## src/rtl/fuel_pkg.sv

```systemverilog
// Shared types and default parameters for the fuel dispenser.
// The state encoding is used by the top FSM.
package fuel_pkg;

  localparam int DEF_WIDTH    = 8;
  localparam int DEF_RATE_DIV = 1;
  localparam int DEF_PRICE_W  = 8;

  typedef enum logic [1:0] {
    ST_IDLE     = 2'd0,
    ST_DISPENSE = 2'd1,
    ST_PAUSED   = 2'd2,
    ST_DONE     = 2'd3
  } fuel_state_t;

endpackage

```

## src/rtl/rate_prescaler.sv

```systemverilog
// Divides the clock into one dispense tick every RATE_DIV enabled cycles.
// The count holds while en is low, so a paused transaction resumes mid-period.
module rate_prescaler #(
  parameter int RATE_DIV = 1
) (
  input  logic clk,
  input  logic reset,
  input  logic en,
  input  logic clr,
  output logic tick
);

  localparam int CW = (RATE_DIV > 1) ? $clog2(RATE_DIV) : 1;
  localparam logic [CW-1:0] LAST = CW'(RATE_DIV - 1);

  logic [CW-1:0] count_r;

  // tick fires on the wrap cycle only while counting is enabled
  always_comb begin
    tick = 1'b0;
    if (en && (count_r == LAST)) begin
      tick = 1'b1;
    end else begin
      tick = 1'b0;
    end
  end

  // prescaler count: reset/clr zero it, en advances and wraps, otherwise hold
  always_ff @(posedge clk) begin
    if (reset) begin
      count_r <= {CW{1'b0}};
    end else if (clr) begin
      count_r <= {CW{1'b0}};
    end else if (en) begin
      if (count_r == LAST) begin
        count_r <= {CW{1'b0}};
      end else begin
        count_r <= count_r + {{(CW-1){1'b0}}, 1'b1};
      end
    end else begin
      count_r <= count_r;
    end
  end

endmodule

```

## src/rtl/fuel_dispenser.sv

```systemverilog
// Fuel dispenser: counts dispensed units at a divided rate and accumulates cost.
// Stops at the latched preset, or at full scale when the preset is zero.
module fuel_dispenser
  import fuel_pkg::*;
#(
  parameter int WIDTH    = DEF_WIDTH,
  parameter int RATE_DIV = DEF_RATE_DIV,
  parameter int PRICE_W  = DEF_PRICE_W
) (
  input  logic                       clk,
  input  logic                       reset,
  input  logic                       start,
  input  logic                       stop,
  input  logic                       clear,
  input  logic [WIDTH-1:0]           preset,
  input  logic [PRICE_W-1:0]         price,
  output logic [WIDTH-1:0]           fuel_amount,
  output logic [WIDTH+PRICE_W-1:0]   total_cost,
  output logic                       busy,
  output logic                       done
);

  fuel_state_t                 state_r;
  logic [WIDTH-1:0]            preset_r;
  logic [PRICE_W-1:0]          price_r;
  logic [WIDTH-1:0]            amount_r;
  logic [WIDTH+PRICE_W-1:0]    cost_r;
  logic                        busy_r;
  logic                        done_r;

  logic                        ps_en_s;
  logic                        ps_clr_s;
  logic                        ps_tick_s;
  logic [WIDTH-1:0]            next_amount_s;
  logic                        limit_hit_s;

  rate_prescaler #(.RATE_DIV(RATE_DIV)) u_prescaler (
    .clk   (clk),
    .reset (reset),
    .en    (ps_en_s),
    .clr   (ps_clr_s),
    .tick  (ps_tick_s)
  );

  // prescaler control and end-of-transaction detection
  always_comb begin
    ps_en_s       = 1'b0;
    ps_clr_s      = 1'b0;
    next_amount_s = amount_r + {{(WIDTH-1){1'b0}}, 1'b1};
    limit_hit_s   = 1'b0;
    if (clear) begin
      ps_clr_s = 1'b1;
    end else if (((state_r == ST_IDLE) || (state_r == ST_DONE)) && start) begin
      ps_clr_s = 1'b1;
    end else begin
      ps_clr_s = 1'b0;
    end
    if (!clear && !stop && (state_r == ST_DISPENSE)) begin
      ps_en_s = 1'b1;
    end else begin
      ps_en_s = 1'b0;
    end
    if (preset_r != {WIDTH{1'b0}}) begin
      limit_hit_s = (next_amount_s == preset_r);
    end else begin
      limit_hit_s = (next_amount_s == {WIDTH{1'b1}});
    end
  end

  // transaction FSM with registered counters and status flags
  always_ff @(posedge clk) begin
    if (reset) begin
      state_r  <= ST_IDLE;
      preset_r <= {WIDTH{1'b0}};
      price_r  <= {PRICE_W{1'b0}};
      amount_r <= {WIDTH{1'b0}};
      cost_r   <= {(WIDTH+PRICE_W){1'b0}};
      busy_r   <= 1'b0;
      done_r   <= 1'b0;
    end else if (clear) begin
      state_r  <= ST_IDLE;
      amount_r <= {WIDTH{1'b0}};
      cost_r   <= {(WIDTH+PRICE_W){1'b0}};
      busy_r   <= 1'b0;
      done_r   <= 1'b0;
    end else begin
      case (state_r)
        ST_IDLE, ST_DONE: begin
          if (start) begin
            state_r  <= ST_DISPENSE;
            preset_r <= preset;
            price_r  <= price;
            amount_r <= {WIDTH{1'b0}};
            cost_r   <= {(WIDTH+PRICE_W){1'b0}};
            busy_r   <= 1'b1;
            done_r   <= 1'b0;
          end
        end
        ST_DISPENSE: begin
          if (stop) begin
            state_r <= ST_PAUSED;
          end else if (ps_tick_s) begin
            amount_r <= next_amount_s;
            cost_r   <= cost_r + {{WIDTH{1'b0}}, price_r};
            if (limit_hit_s) begin
              state_r <= ST_DONE;
              busy_r  <= 1'b0;
              done_r  <= 1'b1;
            end
          end
        end
        ST_PAUSED: begin
          if (start && !stop) begin
            state_r <= ST_DISPENSE;
          end
        end
        default: begin
          state_r <= ST_IDLE;
          busy_r  <= 1'b0;
          done_r  <= 1'b0;
        end
      endcase
    end
  end

  assign fuel_amount = amount_r;
  assign total_cost  = cost_r;
  assign busy        = busy_r;
  assign done        = done_r;

endmodule

```

## config.mk

```make
export PLATFORM = sky130hd
export DESIGN_NAME = fuel_dispenser
export DESIGN_NICKNAME = d
export VERILOG_FILES = /design/src/rtl/fuel_pkg.sv /design/src/rtl/rate_prescaler.sv /design/src/rtl/fuel_dispenser.sv
export SDC_FILE = /design/constraint.sdc
export NUM_CORES = 1
export LEC_CHECK = 0
export CORE_UTILIZATION = 53
export CTS_BUF_LIST = sky130_fd_sc_hd__clkbuf_8
export CTS_CLUSTER_SIZE = 14
export DETAILED_ROUTE_END_ITERATION = 16
export PLACE_DENSITY = 0.82
export SYNTH_ARGS = -nofsm -noshare
export SYNTH_HDL_FRONTEND = slang
export SYNTH_SLANG_ARGS = --single-unit
```

## constraint.sdc

```tcl
create_clock -name clk -period 3.8 [get_ports clk]
set_input_delay 0.57 -clock clk [delete_from_list [all_inputs] [get_ports clk]]
set_output_delay 0.57 -clock clk [all_outputs]
set_load 0.005 [all_outputs]
```

# ---- Word level (Yosys, flattened, before mapping)
# Cells that the tools add are included.
dict set report word_totals {
  ff_bits 45
  inputBits 21
  output_inout_bits 26
  wordCells 73
}
dict set report classes {
  add_sub_neg 3
  eq_ne 12
  muxes 30
  bitwise 2
  n_reduce_logical 18
}
# op count
set op_table {}
lappend op_table {{two-way mux 16 bit} 3}
lappend op_table {{case mux 16 bit (2 select lines)} 1}
lappend op_table {{two-way mux 8 bit} 3}
lappend op_table {{adder 16 x 8 -> 16 bit} 1}
lappend op_table {{case mux 8 bit (2 select lines)} 1}
lappend op_table {{two-way mux 1 bit} 14}
lappend op_table {{two-way mux 2 bit} 5}
lappend op_table {{!= test 2 bit (second input constant)} 5}
lappend op_table {{adder 8 x 1 -> 8 bit (second input constant)} 1}
lappend op_table {{== test 8 bit} 1}
lappend op_table {{== test 8 bit (second input constant)} 1}
lappend op_table {{AND reduction 4 bit} 2}
lappend op_table {{nonzero test 8 bit} 1}
lappend op_table {{!= test 3 bit (second input constant)} 2}
lappend op_table {{case mux 2 bit (3 select lines)} 1}
lappend op_table {{OR reduction 2 bit} 3}
lappend op_table {{logical AND 1 bit} 5}
lappend op_table {{AND reduction 5 bit} 1}
lappend op_table {{== test 2 bit (second input constant)} 2}
lappend op_table {{case mux 1 bit (2 select lines)} 2}
lappend op_table {{AND reduction 3 bit} 1}
lappend op_table {{== test 2 x 1 -> 1 bit (second input constant)} 1}
lappend op_table {{logical NOT 1 bit} 2}
lappend op_table {{logical NOT 2 bit} 1}
lappend op_table {{4 further kinds} 5}

# ---- Logic depth before layout (Yosys ltp)
# Gate-level depths: netlist (run 1).
dict set report depth {
  word_depth 9
  ltp_mapped 9
  depth_no_buf 9
}

# ---- Cells and area by module
# Synthesis (run 1) repeated with hierarchy kept, for this count alone.
dict set report hier_totals {
  hier_cells 305
  hier_area_um2 2449.8
}
# mod instances cells_each area_each_um2 seq_area_each_um2
set modules_own_cells {}
lappend modules_own_cells {fuel_dispenser 1 304 2442.3 880.8}
lappend modules_own_cells {rate_prescaler 1 1 7.5 0.0}

# ---- Worst setup path before layout (run 1)
# No wires, ideal clock.
dict set report synth_path {
  path_kind {register to register}
  start {register cost_r[0], in the netlist total_cost[0]}
  end {register cost_r[12], in the netlist total_cost[12]}
  setup_time_ns 0.137
  arrival_time_ns 2.111
  required_time_ns 3.663
  path_slack_ns 1.552
  stages_incl_launch_ff 10
  path_buffers 0
  synth_period_minus_slack_ns 2.248
  cell_sequence {dfxtp_1 -> ha_1 -> fa_1 -> a21o_1 -> a21oi_1 -> o21bai_1 -> a2111o_1 -> nand4_1 -> xor2_1 -> nor2_1}
}
dict set report synth_via {
  elab_chain_len 4
}
# element line_no
set synth_rtl {}
lappend synth_rtl {{start, declared} fuel_dispenser.sv:27} ;# logic [WIDTH+PRICE_W-1:0] cost_r;
lappend synth_rtl {{start signal, assigned} fuel_dispenser.sv:77} ;# cost_r <= {(WIDTH+PRICE_W){1'b0}};
lappend synth_rtl {{start signal, assigned} fuel_dispenser.sv:83} ;# cost_r <= {(WIDTH+PRICE_W){1'b0}};
lappend synth_rtl {{start signal, assigned} fuel_dispenser.sv:94} ;# cost_r <= {(WIDTH+PRICE_W){1'b0}};
lappend synth_rtl {{adder 16 x 8 -> 16 bit} fuel_dispenser.sv:104} ;# cost_r <= cost_r + {{WIDTH{1'b0}}, price_r};
lappend synth_rtl {{two-way mux 16 bit} fuel_dispenser.sv:102} ;# end else if (ps_tick_s) begin
lappend synth_rtl {{two-way mux 16 bit} fuel_dispenser.sv:100} ;# if (stop) begin
lappend synth_rtl {{case mux 16 bit (2 select lines)} fuel_dispenser.sv:87} ;# case (state_r)
# No other way between the ends. The select of a mux whose other input is x is not followed.
# A chain may end at the register's enable or synchronous reset.

# ---- Final worst setup path (run 1)
dict set report layout_path {
  start {register cost_r[1], in the netlist total_cost[1]}
  end {register cost_r[9], in the netlist total_cost[9]}
}
# Same word-level chain as after synthesis.

==> results of run 1 <==
worst min-delay path, stage by stage, from the launching register on:
cell and delay (ns):
dfxtp_1 0.32, nand2_1 0.05, a21oi_1 0.05
path summary, 6_finish.rpt:
path                                     from            end  slack (ns)  depth (start not counted)
worst max-delay path            total_cost[1]  total_cost[9]        1.25                          8
worst max register to register  total_cost[1]  total_cost[9]        1.25                          8
worst min register to register     price_r[5]     price_r[5]        0.46                          2
worst min-delay path               price_r[5]     price_r[5]        0.46                          2
per-layer routing:
| layer | routed length, µm | share of wire |
|---|---|---|
| met2 | 2890 | 0.49 |
| met1 | 2530 | 0.43 |
| met4 | 155 | 0.026 |
| met3 | 289 | 0.049 |
| met5 | 0 | 0 |
stage by stage:
step | cell area (µm²) | hold WS, ns | cells | total power [mW]
CTS | 2990 | 0.467 | 388 | 0.999
floorplan | 2400 | 0.440 | 293 | 0.591
detailed placement | 2890 | 0.455 | 380 | 0.647
global route | 2990 | 0.486 | 388 | 1.03
finish | 2990 | 0.464 | 388 | 0.994
global placement | 2890 | 0.449 | 380 | 0.641
cells in the final DEF (no fill, tap or decap), drive strengths merged, types with 6 or more instances in the layout:
cell,instances
nand2,46
clkdlybuf4s50,46
dfxtp,44
a21oi,44
nor2,17
nand3,15
o21ai,13
xor2,11
ha,11
or3,7
inv,6
nor2b,6
cells by family after synthesis:
| logic type | Yosys count |
|---|---|
| compound gates | 84 |
| xor+xnor | 17 |
| fa+ha+maj | 12 |
| buf+inv | 18 |
| flops | 44 |
| mux | 3 |
| simple gates | 115 |
layout make-up:
cell class                      count  area share
Inverter                            5     0.00627
Sequential cell                    44       0.294
Clock inverter                      3      0.0130
Tap cell                           52      0.0217
Multi-Input combinational cell    231       0.483
Timing Repair Buffer               48       0.159
Clock buffer                        5      0.0230
power groups by stage:
| stage | logic (mW) | clock network [mW] | registers (mW) |
|---|---|---|---|
| after floorplan | 0.100 | 0 | 0.491 |
| after global placement | 0.148 | 0 | 0.493 |
| after detailed placement | 0.152 | 0 | 0.494 |
| after CTS | 0.153 | 0.362 | 0.483 |
| after global routing | 0.169 | 0.376 | 0.485 |
| final | 0.153 | 0.357 | 0.484 |
sequential cells by signal, summed over array words and instances (netlist names):
signal and cells:
total_cost 16, preset_r 8, fuel_amount 8, state_r 2, busy 1, done 1
price_r 8
==> results_dict.tcl, run 1 <==
set metrics [dict create \
    status "finished clean" \
    clk_path_buf_depth 2 \
    ys_seq_area_frac 0.368 \
    synth_top_family_by_area "simple AND/OR/NAND/NOR gates" \
    core-area_um2 4350 \
    cpPeakStageDelay_ns 0.54 \
    power.density_nw_per_um2 332 \
    vias 2257 \
    n_fill_cell 366 \
    fin_setup_tns_ns 0 \
    finalNetCount 368 \
    grt_max_degree 23 \
    tightest_slew_ns 0.773 \
    hpwl_mm 4.13 \
    insertion_delay_ns 0.30 \
    cts_num_sinks 44 \
    slew-limit-headroom 0.485 \
    die_x_um 69.2 \
    clkPwrFrac 0.359 \
    grt_first_pass_wirelength_mm 9.83 \
    utilization 0.687 \
    power_frac_comb 0.154 \
    cts_hold_buf 0 \
    grtUsageMet2 0.421 \
    start_kind "flip-flop" \
    first_iter_violations 82 \
    path_buf_inv 0 \
    worst_ep_required_time_ns 3.96 \
    ios 47 \
    synthXorXnorAreaFrac 0.0684 \
    path_cells "ha_1 > a21o_1 > a21o_1 > a2111oi_0 > o21bai_1 > a21oi_1 > or3_1 > a21oi_1" \
    drv_slew 0 \
    synth.top_cells.by_count "nand2_1, dfxtp_1, a21oi_1, nor2_1, nand3_1" \
    synthesis.area_um2 2400 \
    yosys.area.top_type "dfxtp_1" \
    cts.clk_slew.worst_paths_ns 0.08 \
    io_buffers 46 \
    cts_root_buf "clkbuf_8" \
    routed_via_density 5.82 \
    antenna_found_initial 0 \
    internal-power_mw 0.734 \
    p_leak_nw 1.14 \
    start_util 0.550 \
    top_usage_layer "met2" \
    postCtsSetupBuffers 0 \
    gp_congestion 0.859 \
    synth-adder-area-share 0.0658 \
    vdd_drop_max_mv 0.235 \
    grt_pass1_vias 2158 \
    synth_cells 293 \
    rsz0062_at_grt "false" \
    layout.area.seq_um2 881 \
    synth_area_per_cell_um2 8.18 \
    crit_path_end_kind "flip-flop" \
    drive_above_1_share 0.0506 \
    pre_cts_slack_ns 1.15 \
    slowest_stage "a2111oi_0" \
    final_hold_viol_count 0 \
    synth_top_area_share 0.368 \
    ys_dominant_reg_cell "dfxtp_1" \
    criticalPathCategory "reg2reg" \
    ant_nets 0 \
    diodes 0 \
    wl_per_cell_um 15.1 \
    synth_nets 326 \
    htree_levels 2 \
    synthTopCellsByArea "dfxtp_1, a21oi_1, nand2_1" \
    dr.pass1.iters 4 \
    fmax_mhz 393 \
    synthMuxAreaShare 0.0131 \
    yosysUniqueCellTypes 48 \
    maxCapViolations 0 \
    cts_resized 0 \
    synth_edf_count 0 \
    setup_viol 0 \
    die_height_um 69.2 \
    synth_simple_gate_area_share 0.245 \
    switching_share 0.261 \
    synth_compound_area_frac 0.210 \
    met3_usage 0.0509 \
    gr-total-overflow 0 \
    synth.most_common_cell "nand2_1" \
    yosysWarnings 0 \
    tritoncts "yes" \
    hold_class "reg2reg" \
    multiInputGateArea_um2 1450 \
    fin_crit_ns 2.55 \
    cp_max_fo 8 \
    drt_wl_total_mm 5.87 \
    drcViolationCount 0 \
    numCtsBuffers 5 \
    worst_slack_ns 1.25 \
    fin_crit_sh 0.670 \
    use_met1 0.319 \
    syn2layout_area_growth_pct 24.9 \
    critPathTopFamily "compound AO/OA/AOI/OAI gates" \
    rows 24 \
    seq_power_share 0.487 \
    arrival_ns 2.70 \
    p_sw_mw 0.259 \
    die-area_um2 4790 \
    fin_skew_ns 0.00589 \
    ys_ff_latch 44 \
    synth-async-reset-ratio 0 \
    track_usage 0.254 \
]
Note: power is estimated with default switching activity, not from simulation.
==> run 2, diff against run 1 <==
--- a/config.mk
+++ b/config.mk
@@ -5,11 +5,11 @@
 export SDC_FILE = /design/constraint.sdc
 export NUM_CORES = 1
 export LEC_CHECK = 0
-export CORE_UTILIZATION = 53
+export CORE_UTILIZATION = 48
 export CTS_BUF_LIST = sky130_fd_sc_hd__clkbuf_8
 export CTS_CLUSTER_SIZE = 14
 export DETAILED_ROUTE_END_ITERATION = 16
-export PLACE_DENSITY = 0.82
+export PLACE_DENSITY = 0.78
 export SYNTH_ARGS = -nofsm -noshare
 export SYNTH_HDL_FRONTEND = slang
 export SYNTH_SLANG_ARGS = --single-unit
==> constraint.sdc (replaced) <==
create_clock -name clk -period 2.1 [get_ports clk]
set_input_delay 0.315 -clock clk [delete_from_list [all_inputs] [get_ports clk]]
set_output_delay 0.315 -clock clk [all_outputs]
set_load 0.005 [all_outputs]
==> run 2 against run 1 <==
  * The run now ends with setup timing left
  * First-iteration DRC count up 66%
  * Sequential cell count is the same
  * Combinational power grew 130%
  * Worst setup slack got worse by 1.3 ns
==> results_dict.tcl, run 2 (synthesis results as in run 1) <==
set metrics [dict create \
    worst_slack_ns -0.0270 \
    maxCapViolations 0 \
    arrival_ns 2.33 \
    finalNetCount 407 \
    antenna_found_initial 0 \
    insertion_delay_ns 0.30 \
    syn2layout_area_growth_pct 44.9 \
    ant_nets 0 \
    gp_congestion 0.860 \
    fin_crit_ns 2.13 \
    rsz0062_at_grt "true" \
    wl_per_cell_um 14.8 \
    htree_levels 2 \
    drt_wl_total_mm 6.53 \
    track_usage 0.253 \
    die_height_um 72.7 \
    power.density_nw_per_um2 501 \
    grt_first_pass_wirelength_mm 10.2 \
    dr.pass1.iters 4 \
    largest_register_ffs 16 \
    worst_ep_required_time_ns 2.30 \
    criticalPathCategory "reg2reg" \
    drv_slew 0 \
    start_kind "flip-flop" \
    vdd_drop_max_mv 0.370 \
    final_cell_area_um2 3470 \
    power_mw 1.74 \
    gr-total-overflow 0 \
    clk_path_buf_depth 2 \
    crit_path_end_kind "flip-flop" \
    cts.clk_slew.worst_paths_ns 0.08 \
    pre_cts_slack_ns -0.140 \
    final_hold_viol_count 0 \
    hold_class "reg2reg" \
    status "finished, violations left" \
    start_util 0.504 \
    tightest_slew_ns 0.560 \
    violations "setup timing" \
    cts_root_buf "clkbuf_8" \
    fin_crit_sh 1.01 \
    grt_pass1_vias 2244 \
    cp_max_fo 4 \
    ios 47 \
    cts_hold_buf 0 \
    io_buffers 46 \
    fmax_mhz 470 \
    drive_above_1_share 0.238 \
    diodes 0 \
    die-area_um2 5280 \
    n_fill_cell 359 \
    rows 25 \
    tritoncts "yes" \
    drcViolationCount 0 \
    vias 2439 \
    first_iter_violations 136 \
    hpwl_mm 4.58 \
    die_x_um 72.7 \
    cts_num_sinks 44 \
    layout_common_cells "nand2_1, clkdlybuf4s50_1, a21oi_1, buf_4, dfxtp_1" \
    grt_max_degree 18 \
    routed_via_density 5.53 \
    slew-limit-headroom 0.627 \
    core-area_um2 4750 \
    p_leak_nw 1.36 \
    fin_skew_ns 0.00448 \
    setup_viol 3 \
    numCtsBuffers 5 \
    placed_cell_area_um2 3180 \
]
==> run 2: repair_timing <==
item / 4_1_cts / 5_1_grt
gates resized for setup: 15 / 28
pin swaps: 4 / 17
buffers inserted: 2 / 4
setup endpoints to repair: 12 / 14
==> run 2: final timing paths <==
check,start,slack (ns),to,cells past startpoint
hold reg to reg,price_r[2],0.46,price_r[2],2
setup reg to reg,total_cost[0],-0.03,total_cost[12],9
hold / removal,price_r[2],0.46,price_r[2],2
setup / recovery,total_cost[0],-0.03,total_cost[12],9
==> run 2: per-layer routing <==
layer,track usage,wire length [µm],vias up
li1,-,-,1200
met2,0.441,3290,78
met4,0.0741,119,0
met3,0.0483,355,14
met5,0,0,-
met1,0.317,2770,1147
==> run 2: worst max-delay path, cell delays in order (launching register included) <==
cell,delay (ns)
dfxtp_2,0.34
ha_4,0.16
fa_2,0.33
a21o_1,0.18
a21oi_2,0.16
o21bai_1,0.09
a2111o_1,0.43
nand4_1,0.12
xor2_1,0.16
nor2_1,0.05
==> run 2: cell type report <==
class / instances / area [µm²] / share of cell area
Clock buffer: 5 / 68.8 / 0.0198
Tap cell: 67 / 83.8 / 0.0241
Multi-Input combinational cell: 231 / 1600 / 0.461
Sequential cell: 44 / 898 / 0.259
Clock inverter: 2 / 8.76 / 0.00252
Inverter: 5 / 18.8 / 0.00541
Timing Repair Buffer: 87 / 792 / 0.228
==> run 2: power by group <==
part / switching, mW / internal [mW] / leakage [nW] / total, mW
Combinational: 0.177 / 0.182 / 0.951 / 0.359
Sequential: 0.0188 / 0.853 / 0.363 / 0.872
Clock: 0.288 / 0.222 / 0.0452 / 0.510
==> run 2: per-stage QoR <==
step                std cells   util  setup TNS [ns]  hold WS, ns
detailed placement        428  0.669          -0.720        0.455
global placement          428  0.669          -0.407        0.450
floorplan                 293      -               0        0.440
finish                    441  0.730         -0.0505        0.460
CTS                       437  0.703         -0.0617        0.466
global route              441  0.730          -0.772        0.482
